File: src/rtl/draft_sum_tx.sv
// draft_sum_tx: latches a_in+b_in (mod 256) on an accepted start and shifts it
// out as a UART-style frame on tx (start bit, 8 data bits LSB first, stop bit).
// tx_oe drives the pin output enable and follows busy.
// Optional macro SUM_TX_PARITY_EN inserts an even-parity bit before the stop bit.
module draft_sum_tx #(
  parameter int CLKS_PER_BIT = 16,
  parameter int DATA_W       = 8
) (
  input  logic              clk,
  input  logic              rst,
  input  logic [DATA_W-1:0] a_in,
  input  logic [DATA_W-1:0] b_in,
  input  logic              start,
  output logic              busy,
  output logic              done,
  output logic [DATA_W-1:0] sum_out,
  output logic              tx,
  output logic              tx_oe
);

  localparam int CNT_W = (CLKS_PER_BIT > 2) ? $clog2(CLKS_PER_BIT) : 1;
  localparam int IDX_W = $clog2(DATA_W);
  localparam logic [CNT_W-1:0] CNT_LAST = CNT_W'(CLKS_PER_BIT - 1);
  localparam logic [IDX_W-1:0] IDX_LAST = IDX_W'(DATA_W - 1);

  typedef enum logic [2:0] {
    S_IDLE,
    S_START,
    S_DATA,
`ifdef SUM_TX_PARITY_EN
    S_PARITY,
`endif
    S_STOP
  } state_t;

  state_t            state_reg, state_next;
  logic [CNT_W-1:0]  cnt_reg, cnt_next;
  logic [IDX_W-1:0]  idx_reg, idx_next;
  logic [IDX_W-1:0]  idx_inc;
  logic [DATA_W-1:0] shift_reg, shift_next;
  logic [DATA_W-1:0] sum_reg, sum_next;
  logic [DATA_W-1:0] sum_calc;
  logic              tx_reg, tx_next;
  logic              busy_reg, busy_next;
  logic              done_reg, done_next;
  logic              bit_end;

  // Carry out of the adder is deliberately dropped.
  assign sum_calc = a_in + b_in;
  assign idx_inc  = idx_reg + IDX_W'(1);
  assign bit_end  = (cnt_reg == CNT_LAST);

  // Next-state and next-output logic; every register holds unless a case updates it.
  always_comb begin
    state_next = state_reg;
    cnt_next   = cnt_reg;
    idx_next   = idx_reg;
    shift_next = shift_reg;
    sum_next   = sum_reg;
    tx_next    = tx_reg;
    busy_next  = busy_reg;
    done_next  = 1'b0;
    case (state_reg)
      S_IDLE: begin
        tx_next   = 1'b1;
        busy_next = 1'b0;
        if (start) begin
          state_next = S_START;
          shift_next = sum_calc;
          sum_next   = sum_calc;
          cnt_next   = '0;
          idx_next   = '0;
          busy_next  = 1'b1;
          tx_next    = 1'b0;
        end
      end
      S_START: begin
        if (bit_end) begin
          state_next = S_DATA;
          cnt_next   = '0;
          idx_next   = '0;
          tx_next    = shift_reg[0];
        end else begin
          cnt_next = cnt_reg + CNT_W'(1);
        end
      end
      S_DATA: begin
        if (bit_end) begin
          cnt_next = '0;
          if (idx_reg == IDX_LAST) begin
`ifdef SUM_TX_PARITY_EN
            state_next = S_PARITY;
            tx_next    = ^shift_reg;
`else
            state_next = S_STOP;
            tx_next    = 1'b1;
`endif
          end else begin
            idx_next = idx_inc;
            tx_next  = shift_reg[idx_inc];
          end
        end else begin
          cnt_next = cnt_reg + CNT_W'(1);
        end
      end
`ifdef SUM_TX_PARITY_EN
      S_PARITY: begin
        if (bit_end) begin
          state_next = S_STOP;
          cnt_next   = '0;
          tx_next    = 1'b1;
        end else begin
          cnt_next = cnt_reg + CNT_W'(1);
        end
      end
`endif
      S_STOP: begin
        if (bit_end) begin
          // The first IDLE cycle carries done; a start there is accepted at the next edge.
          state_next = S_IDLE;
          cnt_next   = '0;
          busy_next  = 1'b0;
          done_next  = 1'b1;
          tx_next    = 1'b1;
        end else begin
          cnt_next = cnt_reg + CNT_W'(1);
        end
      end
      default: begin
        state_next = S_IDLE;
        cnt_next   = '0;
        idx_next   = '0;
        busy_next  = 1'b0;
        tx_next    = 1'b1;
      end
    endcase
  end

  // State and output registers; reset abandons any frame and forces the line idle.
  always_ff @(posedge clk or posedge rst) begin
    if (rst) begin
      state_reg <= S_IDLE;
      cnt_reg   <= '0;
      idx_reg   <= '0;
      shift_reg <= '0;
      sum_reg   <= '0;
      tx_reg    <= 1'b1;
      busy_reg  <= 1'b0;
      done_reg  <= 1'b0;
    end else begin
      state_reg <= state_next;
      cnt_reg   <= cnt_next;
      idx_reg   <= idx_next;
      shift_reg <= shift_next;
      sum_reg   <= sum_next;
      tx_reg    <= tx_next;
      busy_reg  <= busy_next;
      done_reg  <= done_next;
    end
  end

  assign tx      = tx_reg;
  assign tx_oe   = busy_reg;
  assign busy    = busy_reg;
  assign done    = done_reg;
  assign sum_out = sum_reg;

endmodule

File: config.mk
export PLATFORM = sky130hd
export DESIGN_NAME = draft_sum_tx
export DESIGN_NICKNAME = d
export VERILOG_FILES = /design/src/rtl/draft_sum_tx.sv
export SDC_FILE = /design/constraint.sdc
export NUM_CORES = 1
export LEC_CHECK = 0
export CORE_MARGIN = 10
export CORE_UTILIZATION = 49
export CTS_CLUSTER_DIAMETER = 150
export DETAILED_ROUTE_END_ITERATION = 6
export PLACE_DENSITY_LB_ADDON = 0.3
export SLEW_MARGIN = 15
export SYNTH_ARGS = -nofsm -noshare
export SYNTH_HDL_FRONTEND = slang
export SYNTH_SLANG_ARGS = --single-unit
File: constraint.sdc
create_clock -name clk -period 2.3 [get_ports clk]
set_input_delay 0.46 -clock clk [delete_from_list [all_inputs] [get_ports clk]]
set_output_delay 0.46 -clock clk [all_outputs]
set_load 0.005 [all_outputs]
# Word-level counts from Yosys, hierarchy flattened
# Index checks and enable logic that the tools add are counted.
[classes] addsub=3 reduce_logical=8 bitwise_logic=2 order_cmp=1 muxes=26 eq_ne=11
[ops] operator="two-way mux 3 bit" count=8
[ops] operator="one-hot mux 3 bit (4 select lines)" count=2
[ops] operator="inequality test 2 bit (second input constant)" count=6
[ops] operator="two-way mux 1 bit" count=10
[ops] operator="AND reduction 5 bit" count=2
[ops] operator="adder 8 bit" count=1
[ops] operator="two-way mux 4 bit" count=2
[ops] operator="one-hot mux 4 bit (2 select lines)" count=1
[ops] operator="equality test 3 x 2 -> 1 bit (second input constant)" count=2
[ops] operator="adder 4 x 1 -> 4 bit (second input constant)" count=1
[ops] operator="equality test 4 bit (second input constant)" count=1
[ops] operator="< comparator 3 x 4 -> 1 bit (second input constant)" count=1
[ops] operator="one-hot mux 1 bit (4 select lines)" count=1
[ops] operator="AND reduction 2 bit" count=2
[ops] operator="adder 3 x 1 -> 3 bit (second input constant)" count=1
[ops] operator="binary-select mux 1 bit (select 3 bit)" count=1
[ops] operator="equality test 3 x 1 -> 1 bit (second input constant)" count=1
[ops] operator="equality test 3 bit (second input constant)" count=1
[ops] operator="zero test 3 bit" count=1
[ops] operator="one-hot mux 1 bit (3 select lines)" count=1
[ops] operator="AND reduction 3 bit" count=1
[ops] operator="OR reduction 3 bit" count=1
[ops] operator="inverter 1 bit" count=2
[ops] operator="OR reduction 2 bit" count=1
[totals] register_bits=21 wordCells=58 input_bits=19 out_inout_bits=12

# Depth between registers and ports, before layout
# Gate-level depths: netlist (run 1).
[logic_depth] depth_word=6 depth_mapped=8 ltp_nobuf=8

# Worst setup path after synthesis (run 1)
# No wires, ideal clock.
[synth_timing] path_kind="in2reg" start="input port a_in[0]" end="register sum_reg[6], in the netlist sum_out[6]" arrival_ns=1.773 t_required_ns=2.205 setup_ns=0.095 path_buffers=0 stages=8 slack_ns=0.432 cell_sequence="ha_1 -> inv_1 -> fa_1 -> nor2b_4 -> o31a_1 -> o21a_1 -> o21a_1 -> o31ai_1"
[synth_via] elab_chain_cells=1
[synth_lines] item="start: declaration" line="11" source="input logic [DATA_W-1:0] a_in,"
[synth_lines] item="adder 8 bit" line="49" source="assign sum_calc = a_in + b_in;"
[synth_lines] item="end signal: assignment" line="155" source="sum_reg <= sum_next;"
[synth_lines] item="end: declaration" line="41" source="logic [DATA_W-1:0] sum_reg, sum_next;"
# No other way between the ends.
# A chain may end at the register's enable or synchronous reset.

# Worst setup path in the final report (run 1)
# Same ends and word-level chain as after synthesis.

==> summary.txt, run 1 <==
Placed design
  – DPL Wire Length: 2510 um
  – Placed cells: 198
  – PortBufs: 30
  – Final weighted congestion of routability-driven global placement: 0.8183
  – Post-place instance area: 1674 sq um

Critical path
  – Library cell contributing the largest single delay on the critical path: sky130_fd_sc_hd__clkdlybuf4s50_1
  – Crit-path most repeated cell: sky130_fd_sc_hd__o21a_1
  – Endpoint arrival time on the critical path: 2.24 ns
  – Cell family contributing the most delay on the critical path: compound AO/OA/AOI/OAI gates
  – Setup crit end kind: flop
  – Largest incremental delay on the critical path: 0.41 ns
  – Kind of critical path: input pin to flop
  – Worst setup SP type: input pin
  – Buffer and inverter count on the worst path: 2
  – Cell chain of the critical path: clkdlybuf4s50_1 -> ha_1 -> inv_1 -> fa_1 -> nor2b_4 -> o31a_1 -> o21a_1 -> o21a_1 -> o31ai_1
  – Required arrival time at the worst endpoint: 2.52 ns
  – Maximum fanout encountered on the critical timing path: 2

Pwr
  – Leak Pwr: 0.7933 nW
  – Total power divided by cell area: 389.4 nW/um^2
  – Final total power: 0.6661 mW
  – Max VDD drop: 0.0004371 V

Yosys
  – Number of nets produced by synthesis: 173
  – Netlist Area Pre-Place: 1321 sq um
  – Fraction of synthesized cell area taken by the top area cell type: 0.3598
  – Synth cell types: 35
  – Area fraction in compound gates after synthesis: 0.1960
  – Number of warnings issued by yosys: 0
  – Register bit count reported by yosys: 20
  – Simple-gate portion of the synthesized area: 0.1373
  – Share of synthesized area spent on multiplexers: 0.06629
  – Biggest area contributors in the synthesized netlist: sky130_fd_sc_hd__dfrtp_1, sky130_fd_sc_hd__ha_1, sky130_fd_sc_hd__o21ai_0
  – Adder-cell share of the synthesized area: 0.1572
  – Mean area per synthesized cell: 9.574 sq um
  – Largest family of logic cells by synthesized area: compound AO/OA/AOI/OAI gates
  – Gate count of the mapped netlist: 138
  – Post-synthesis cell type with the largest combined area: sky130_fd_sc_hd__dfrtp_1
  – Xor and xnor fraction of the mapped netlist area: 0.02652
  – Proportion of synthesized chip area in sequential cells: 0.3797

Clocking
  – Clock Sinks: 20
  – Clk root buf: sky130_fd_sc_hd__clkbuf_4
  – Number of hold buffers added after CTS: 0
  – Clock buffer count from CTS: 3
  – Clock tree from TritonCTS: done
  – Post-CTS Setup Inserts: 0
  – Clock Pin Slew Worst Setup and Hold Paths: 0.11 ns
  – H-tree level count: 1
  – Post_cts resized: 0
  – Maximum buffer depth of the clock tree: 2
  – Skew-Pair Late Insertion Delay: 0.30 ns

Floorplan
  – Die width: 71.93 um
  – Number of placed I/O pins: 31
  – Total die area: 5173 sq um
  – Initial Utilization: 0.5238
  – Die Y-Extent: 71.93 um
  – Std cell rows: 18
  – Core Box Area: 2522 sq um

Timing
  – Setup repair after global routing missed its margin: no
  – Post-route fraction of the period consumed by the critical path: 0.8793
  – Pins over their slew limit: 0
  – Final hold violation count: 0
  – Final hold slack: 0.4716 ns
  – Final total negative setup slack: 0 ns
  – Peak clock frequency supported by timing: 494.5 MHz
  – Time the final worst path needs with I/O delays and setup: 2.022 ns
  – Actual transition at the worst max-transition pin: 0.4690 ns
  – Worst clock skew on the final layout: 0.002191 ns
  – Worst-case headroom to the max-slew limit: 0.6866
  – Setup violations, final: 0

Finish
  – Footprint of the multi-input gates: 770.7 sq um
  – Nets: 208
  – Most common cell after layout, fill and taps aside: sky130_fd_sc_hd__clkdlybuf4s50_1
  – Fraction of layout instances using a drive strength above 1: 0.08721
  – Antenna fix cells: 0
  – Layout Area Growth over Synthesis: 29.45%
  – Area taken by flip-flops and latches: 501.7 sq um
  – Final std cell area, no fill: 1710 sq um
  – Non-filler instance count after layout: 202
  – Fill cells: 206
  – Most used cells in the layout excluding fill and tap cells: sky130_fd_sc_hd__clkdlybuf4s50_1, sky130_fd_sc_hd__dfrtp_1, sky130_fd_sc_hd__nand2_1
  – Number of flip-flops under the largest register name: 8

Routing
  – Detailed-route wire length per cell: 14.71 um
  – Routed via count divided by cell count: 5.530
  – Total vias in the final route: 1,117
  – Length of the first detailed-routing pass in iterations: 5
  – Number of nets with antenna violations after routing: 0
  – Drt initial violations: 101
  – Wire length reported by the detailed router: 2971 um
  – # DRC: 0

Status
  – Result of the run: complete, no violations

GRT
  – First-pass GRT wire length: 5092 um
  – Vias in the first global route: 1,129
  – Congestion Overflow GR: 0
  – Overall routing resource usage: 0.1195
  – Pin count of the biggest net entering global routing: 21
  – Initial antenna violation count: 0

Flow run
  – Max-capacitance violation count: 0

Hold path
  – Worst hold path type: input pin to asynchronous set/reset pin
==> tightest hold or removal path, stage by stage <==
cell	delay (ns)
sky130_fd_sc_hd__clkdlybuf4s50_1	0.39
sky130_fd_sc_hd__inv_1	0.05
sky130_fd_sc_hd__buf_4	0.26
==> routing by layer <==
metal	part of all wire	wire length (um)	GRT usage	vias to the layer above
li1	-	-	-	562
met4	0.0057	17	0.02581	0
met3	0.084	249	0.05850	4
met1	0.41	1222	0.1333	521
met5	0	0	0	-
met2	0.50	1482	0.2010	30
==> cell usage after synthesis <==
master,count
sky130_fd_sc_hd__nand3_1,2
sky130_fd_sc_hd__buf_4,1
sky130_fd_sc_hd__ha_1,15
sky130_fd_sc_hd__xor2_1,4
sky130_fd_sc_hd__o31a_1,1
sky130_fd_sc_hd__o2111a_1,1
sky130_fd_sc_hd__mux4_2,2
sky130_fd_sc_hd__o21ai_0,15
sky130_fd_sc_hd__o31ai_1,1
sky130_fd_sc_hd__and2_1,1
sky130_fd_sc_hd__a31oi_1,2
sky130_fd_sc_hd__mux2_2,2
sky130_fd_sc_hd__o22ai_1,1
sky130_fd_sc_hd__clkbuf_1,4
sky130_fd_sc_hd__a211o_1,1
sky130_fd_sc_hd__nor2b_1,1
sky130_fd_sc_hd__nor4_1,1
sky130_fd_sc_hd__mux2i_1,2
sky130_fd_sc_hd__dfrtp_1,19
sky130_fd_sc_hd__a221o_1,1
sky130_fd_sc_hd__nand2_1,18
sky130_fd_sc_hd__a21o_1,3
sky130_fd_sc_hd__inv_1,7
sky130_fd_sc_hd__a211oi_1,3
sky130_fd_sc_hd__o21bai_1,3
sky130_fd_sc_hd__nand2b_1,2
sky130_fd_sc_hd__a21oi_1,4
sky130_fd_sc_hd__o21a_1,3
sky130_fd_sc_hd__nor2b_4,1
sky130_fd_sc_hd__nor3_1,3
sky130_fd_sc_hd__dfstp_2,1
sky130_fd_sc_hd__o41ai_1,1
sky130_fd_sc_hd__nor2_1,10
sky130_fd_sc_hd__fa_1,1
sky130_fd_sc_hd__and3_1,1
==> cells by family after synthesis <==
| logic type | Yosys count |
|---|---|
| fa+ha+maj | 16 |
| simple gates | 40 |
| buf+inv | 12 |
| flops | 20 |
| compound gates | 40 |
| mux | 6 |
| xor+xnor | 4 |
==> final cells by class <==
| type | instances | share of cell area |
|---|---|---|
| Clock buffer | 4 | 0.02121 |
| Inverter | 7 | 0.01536 |
| Tap cell | 30 | 0.02195 |
| Timing Repair Buffer | 35 | 0.1975 |
| Multi-Input combinational cell | 106 | 0.4506 |
| Sequential cell | 20 | 0.2933 |
==> final timing paths <==
kind	endpoint	slack [ns]	depth (start not counted)	startpoint
worst max-delay path	sum_out[6]$_DFFE_PP0P_	0.28	9	a_in[0]
worst min-delay path	cnt_reg[0]$_DFFE_PP0N_	0.47	3	rst
worst max register to register	tx$_DFFE_PP1P_	0.43	5	idx_reg[0]$_DFFE_PP0P_
worst min register to register	cnt_reg[1]$_DFFE_PP0N_	0.52	2	cnt_reg[1]$_DFFE_PP0N_
max in group asynchronous	tx$_DFFE_PP1P_	1.56	3	rst
min in group clk	cnt_reg[1]$_DFFE_PP0N_	0.52	2	cnt_reg[1]$_DFFE_PP0N_
==> report_power, final <==
group	internal, mW	switching (mW)
clock network	0.0966	0.105
registers	0.352	0
logic	0.0641	0.0489
==> metrics by stage <==
step	util	setup slack, ns
after CTS	0.6781	0.2615
after detailed placement	0.6637	-0.05740
after global placement	0.6637	-0.008869
final	0.6781	0.2776
after floorplan	-	0.4320
after global routing	0.6781	0.1442
No activity file was read; power rests on OpenSTA's default activity.
==> run 2: changes to the inputs <==
--- a/config.mk
+++ b/config.mk
@@ -10,7 +10,7 @@
 export CTS_CLUSTER_DIAMETER = 150
 export DETAILED_ROUTE_END_ITERATION = 6
 export PLACE_DENSITY_LB_ADDON = 0.3
-export SLEW_MARGIN = 15
+export SLEW_MARGIN = 5
 export SYNTH_ARGS = -nofsm -noshare
 export SYNTH_HDL_FRONTEND = slang
 export SYNTH_SLANG_ARGS = --single-unit
==> results of run 2 <==
No change in the layout: final DEF, timing and power equal those of run 1.
==> run 3: changes to the inputs <==
--- a/config.mk
+++ b/config.mk
@@ -6,7 +6,7 @@
 export NUM_CORES = 1
 export LEC_CHECK = 0
 export CORE_MARGIN = 10
-export CORE_UTILIZATION = 49
+export CORE_UTILIZATION = 30
 export CTS_CLUSTER_DIAMETER = 150
 export DETAILED_ROUTE_END_ITERATION = 6
 export PLACE_DENSITY_LB_ADDON = 0.3
==> summary.txt, run 3 (synthesis gave the netlist of run 1 again) <==
Clocking
  – Clk root buf: sky130_fd_sc_hd__clkbuf_8
  – Clock buffer count from CTS: 3 (unchanged)
  – H-tree level count: 1 (unchanged)
  – Skew-Pair Late Insertion Delay: 0.26 ns (-0.04 ns)
  – Maximum buffer depth of the clock tree: 2 (unchanged)
  – Number of hold buffers added after CTS: 0 (unchanged)
  – Clock Sinks: 20 (unchanged)
  – Clock tree from TritonCTS: done
  – Clock Pin Slew Worst Setup and Hold Paths: 0.07 ns (-0.04 ns)
  – Post_cts resized: 0 (unchanged)
  – Post-CTS Setup Inserts: 0 (unchanged)

Critical path
  – Kind of critical path: input pin to flop
  – Startpoint of the most critical register-to-register path: idx_reg[0]$_DFFE_PP0P_
  – Launching instance or port of the critical path: a_in[0]
  – Cell family contributing the most delay on the critical path: compound AO/OA/AOI/OAI gates
  – Maximum fanout encountered on the critical timing path: 2 (unchanged)
  – Required arrival time at the worst endpoint: 2.47 ns (-0.05 ns)
  – Endpoint arrival time on the critical path: 2.25 ns (about the same)
  – Crit-path most repeated cell: sky130_fd_sc_hd__o21a_1
  – Setup crit end kind: flop
  – Largest incremental delay on the critical path: 0.41 ns (about the same)
  – Library cell contributing the largest single delay on the critical path: sky130_fd_sc_hd__clkdlybuf4s50_1
  – Buffer and inverter count on the worst path: 2 (unchanged)
  – Cell chain of the critical path: clkdlybuf4s50_1 -> ha_1 -> inv_1 -> fa_1 -> nor2b_4 -> o31a_1 -> o21a_1 -> o21a_1 -> o31ai_1
  – Worst setup SP type: input pin

GRT
  – Vias in the first global route: 1,249 (+11%)
  – Overall routing resource usage: 0.08821 (-0.03132)
  – Pin count of the biggest net entering global routing: 21 (unchanged)
  – Congestion Overflow GR: 0 (unchanged)
  – First-pass GRT wire length: 5457 um (+7.2%)
  – Initial antenna violation count: 0 (unchanged)

Placed design
  – DPL Wire Length: 2542 um (+1.3%)
  – Placed cells: 221 (+12%)
  – PortBufs: 30 (unchanged)
  – Final weighted congestion of routability-driven global placement: 0.8331 (+1.8%)

Pwr
  – Leak Pwr: 0.8059 nW (+1.6%)
  – Max VDD drop: 0.0001773 V (-59%)
  – Final total power: 0.7392 mW (+11%)
  – Total power divided by cell area: 419.0 nW/um^2 (+7.6%)

Routing
  – Detailed-route wire length per cell: 13.86 um (-5.8%)
  – Total vias in the final route: 1,097 (-1.8%)
  – Drt initial violations: 63 (-38%)
  – Wire length reported by the detailed router: 3118 um (+4.9%)
  – Routed via count divided by cell count: 4.876 (-12%)
  – Length of the first detailed-routing pass in iterations: 4 (-1)
  – # DRC: 0 (unchanged)
  – Number of nets with antenna violations after routing: 0 (unchanged)

Timing
  – Setup violations, final: 0 (unchanged)
  – Pins over their slew limit: 0 (unchanged)
  – Final total negative setup slack: 0 ns (unchanged)
  – Actual transition at the worst max-transition pin: 0.4465 ns (-0.02255 ns)
  – Setup repair after global routing missed its margin: no
  – Post-route fraction of the period consumed by the critical path: 0.9071 (+0.02786)
  – Worst-case headroom to the max-slew limit: 0.7016 (+0.01507)
  – Final hold slack: 0.4994 ns (+0.02776 ns)
  – Peak clock frequency supported by timing: 479.3 MHz (-3.1%)
  – Final hold violation count: 0 (unchanged)
  – Worst clock skew on the final layout: 0.007072 ns (+0.004881 ns)
  – Time the final worst path needs with I/O delays and setup: 2.086 ns (+0.06407 ns)

Flow run
  – Max-capacitance violation count: 0 (unchanged)

Finish
  – Area taken by flip-flops and latches: 501.7 sq um (unchanged)
  – Most common cell after layout, fill and taps aside: sky130_fd_sc_hd__clkdlybuf4s50_1
  – Antenna fix cells: 0 (unchanged)
  – Non-filler instance count after layout: 225 (+11%)
  – Fill cells: 411 (+100%)
  – Core utilization of the finished layout: 0.4080 (-0.2701)
  – Number of flip-flops under the largest register name: 8 (unchanged)
  – Layout Area Growth over Synthesis: 33.52%
  – Most used cells in the layout excluding fill and tap cells: sky130_fd_sc_hd__clkdlybuf4s50_1, sky130_fd_sc_hd__dfrtp_1, sky130_fd_sc_hd__nand2_1
  – Nets: 209 (+0.48%)
  – Fraction of layout instances using a drive strength above 1: 0.09249 (+0.005276)
  – Footprint of the multi-input gates: 770.7 sq um (unchanged)

Hold path
  – Worst hold path type: flop to flop
  – Beginning of the worst hold path: idx_reg[2]$_DFFE_PP0P_

Floorplan
  – Core Box Area: 4324 sq um (+71%)
  – Die width: 86.37 um (+20%)
  – Initial Utilization: 0.3056 (-0.2183)
  – Std cell rows: 24 (+6)
  – Die Y-Extent: 86.37 um (+20%)
  – Number of placed I/O pins: 31 (unchanged)
  – Total die area: 7459 sq um (+44%)

Status
  – Result of the run: complete, no violations
## run 3: area by class of cell
type	count	share of cell area
Sequential cell	20	0.2844
Inverter	7	0.01489
Tap cell	52	0.03688
Timing Repair Buffer	36	0.1957
Clock buffer	4	0.03121
Multi-Input combinational cell	106	0.4369
## run 3: worst paths after layout
| check | endpoint | slack, ns | cells past startpoint |
|---|---|---|---|
| min in group asynchronous | cnt_reg[2]$_DFFE_PP0N_ | 0.52 | 3 |
| max | sum_out[6]$_DFFE_PP0P_ | 0.21 | 9 |
| min | idx_reg[2]$_DFFE_PP0P_ | 0.50 | 2 |
| max reg2reg | tx$_DFFE_PP1P_ | 0.44 | 5 |
| min reg2reg | idx_reg[2]$_DFFE_PP0P_ | 0.50 | 2 |
| max in group asynchronous | tx$_DFFE_PP1P_ | 1.51 | 3 |
## run 3: metal layers
metal	wire length (um)	track usage	vias to the layer above
met5	0	0	-
met4	38	0.03093	0
met3	227	0.03565	4
met2	1462	0.1544	28
met1	1390	0.09316	506
li1	-	-	559
## run 3: power by group
group / total, mW / switching, mW / internal, mW
logic: 0.116 / 0.0502 / 0.0662
registers: 0.351 / 0 / 0.351
clock network: 0.271 / 0.119 / 0.153
total: 0.739 / 0.169 / 0.570
## run 3: stage by stage
| step | setup WS (ns) | cell area (sq um) |
|---|---|---|
| after global placement | -0.01206 | 1709 |
| after global routing | 0.1208 | 1764 |
| final | 0.2136 | 1764 |
| after CTS | 0.2095 | 1764 |
| after floorplan | 0.4320 | 1321 |
| after detailed placement | -0.06473 | 1709 |
## run 3: tightest hold or removal path, stage by stage (launching register included)
cell and delay, ns:
sky130_fd_sc_hd__dfrtp_1 0.35, sky130_fd_sc_hd__nand2_1 0.05, sky130_fd_sc_hd__o21ai_0 0.06
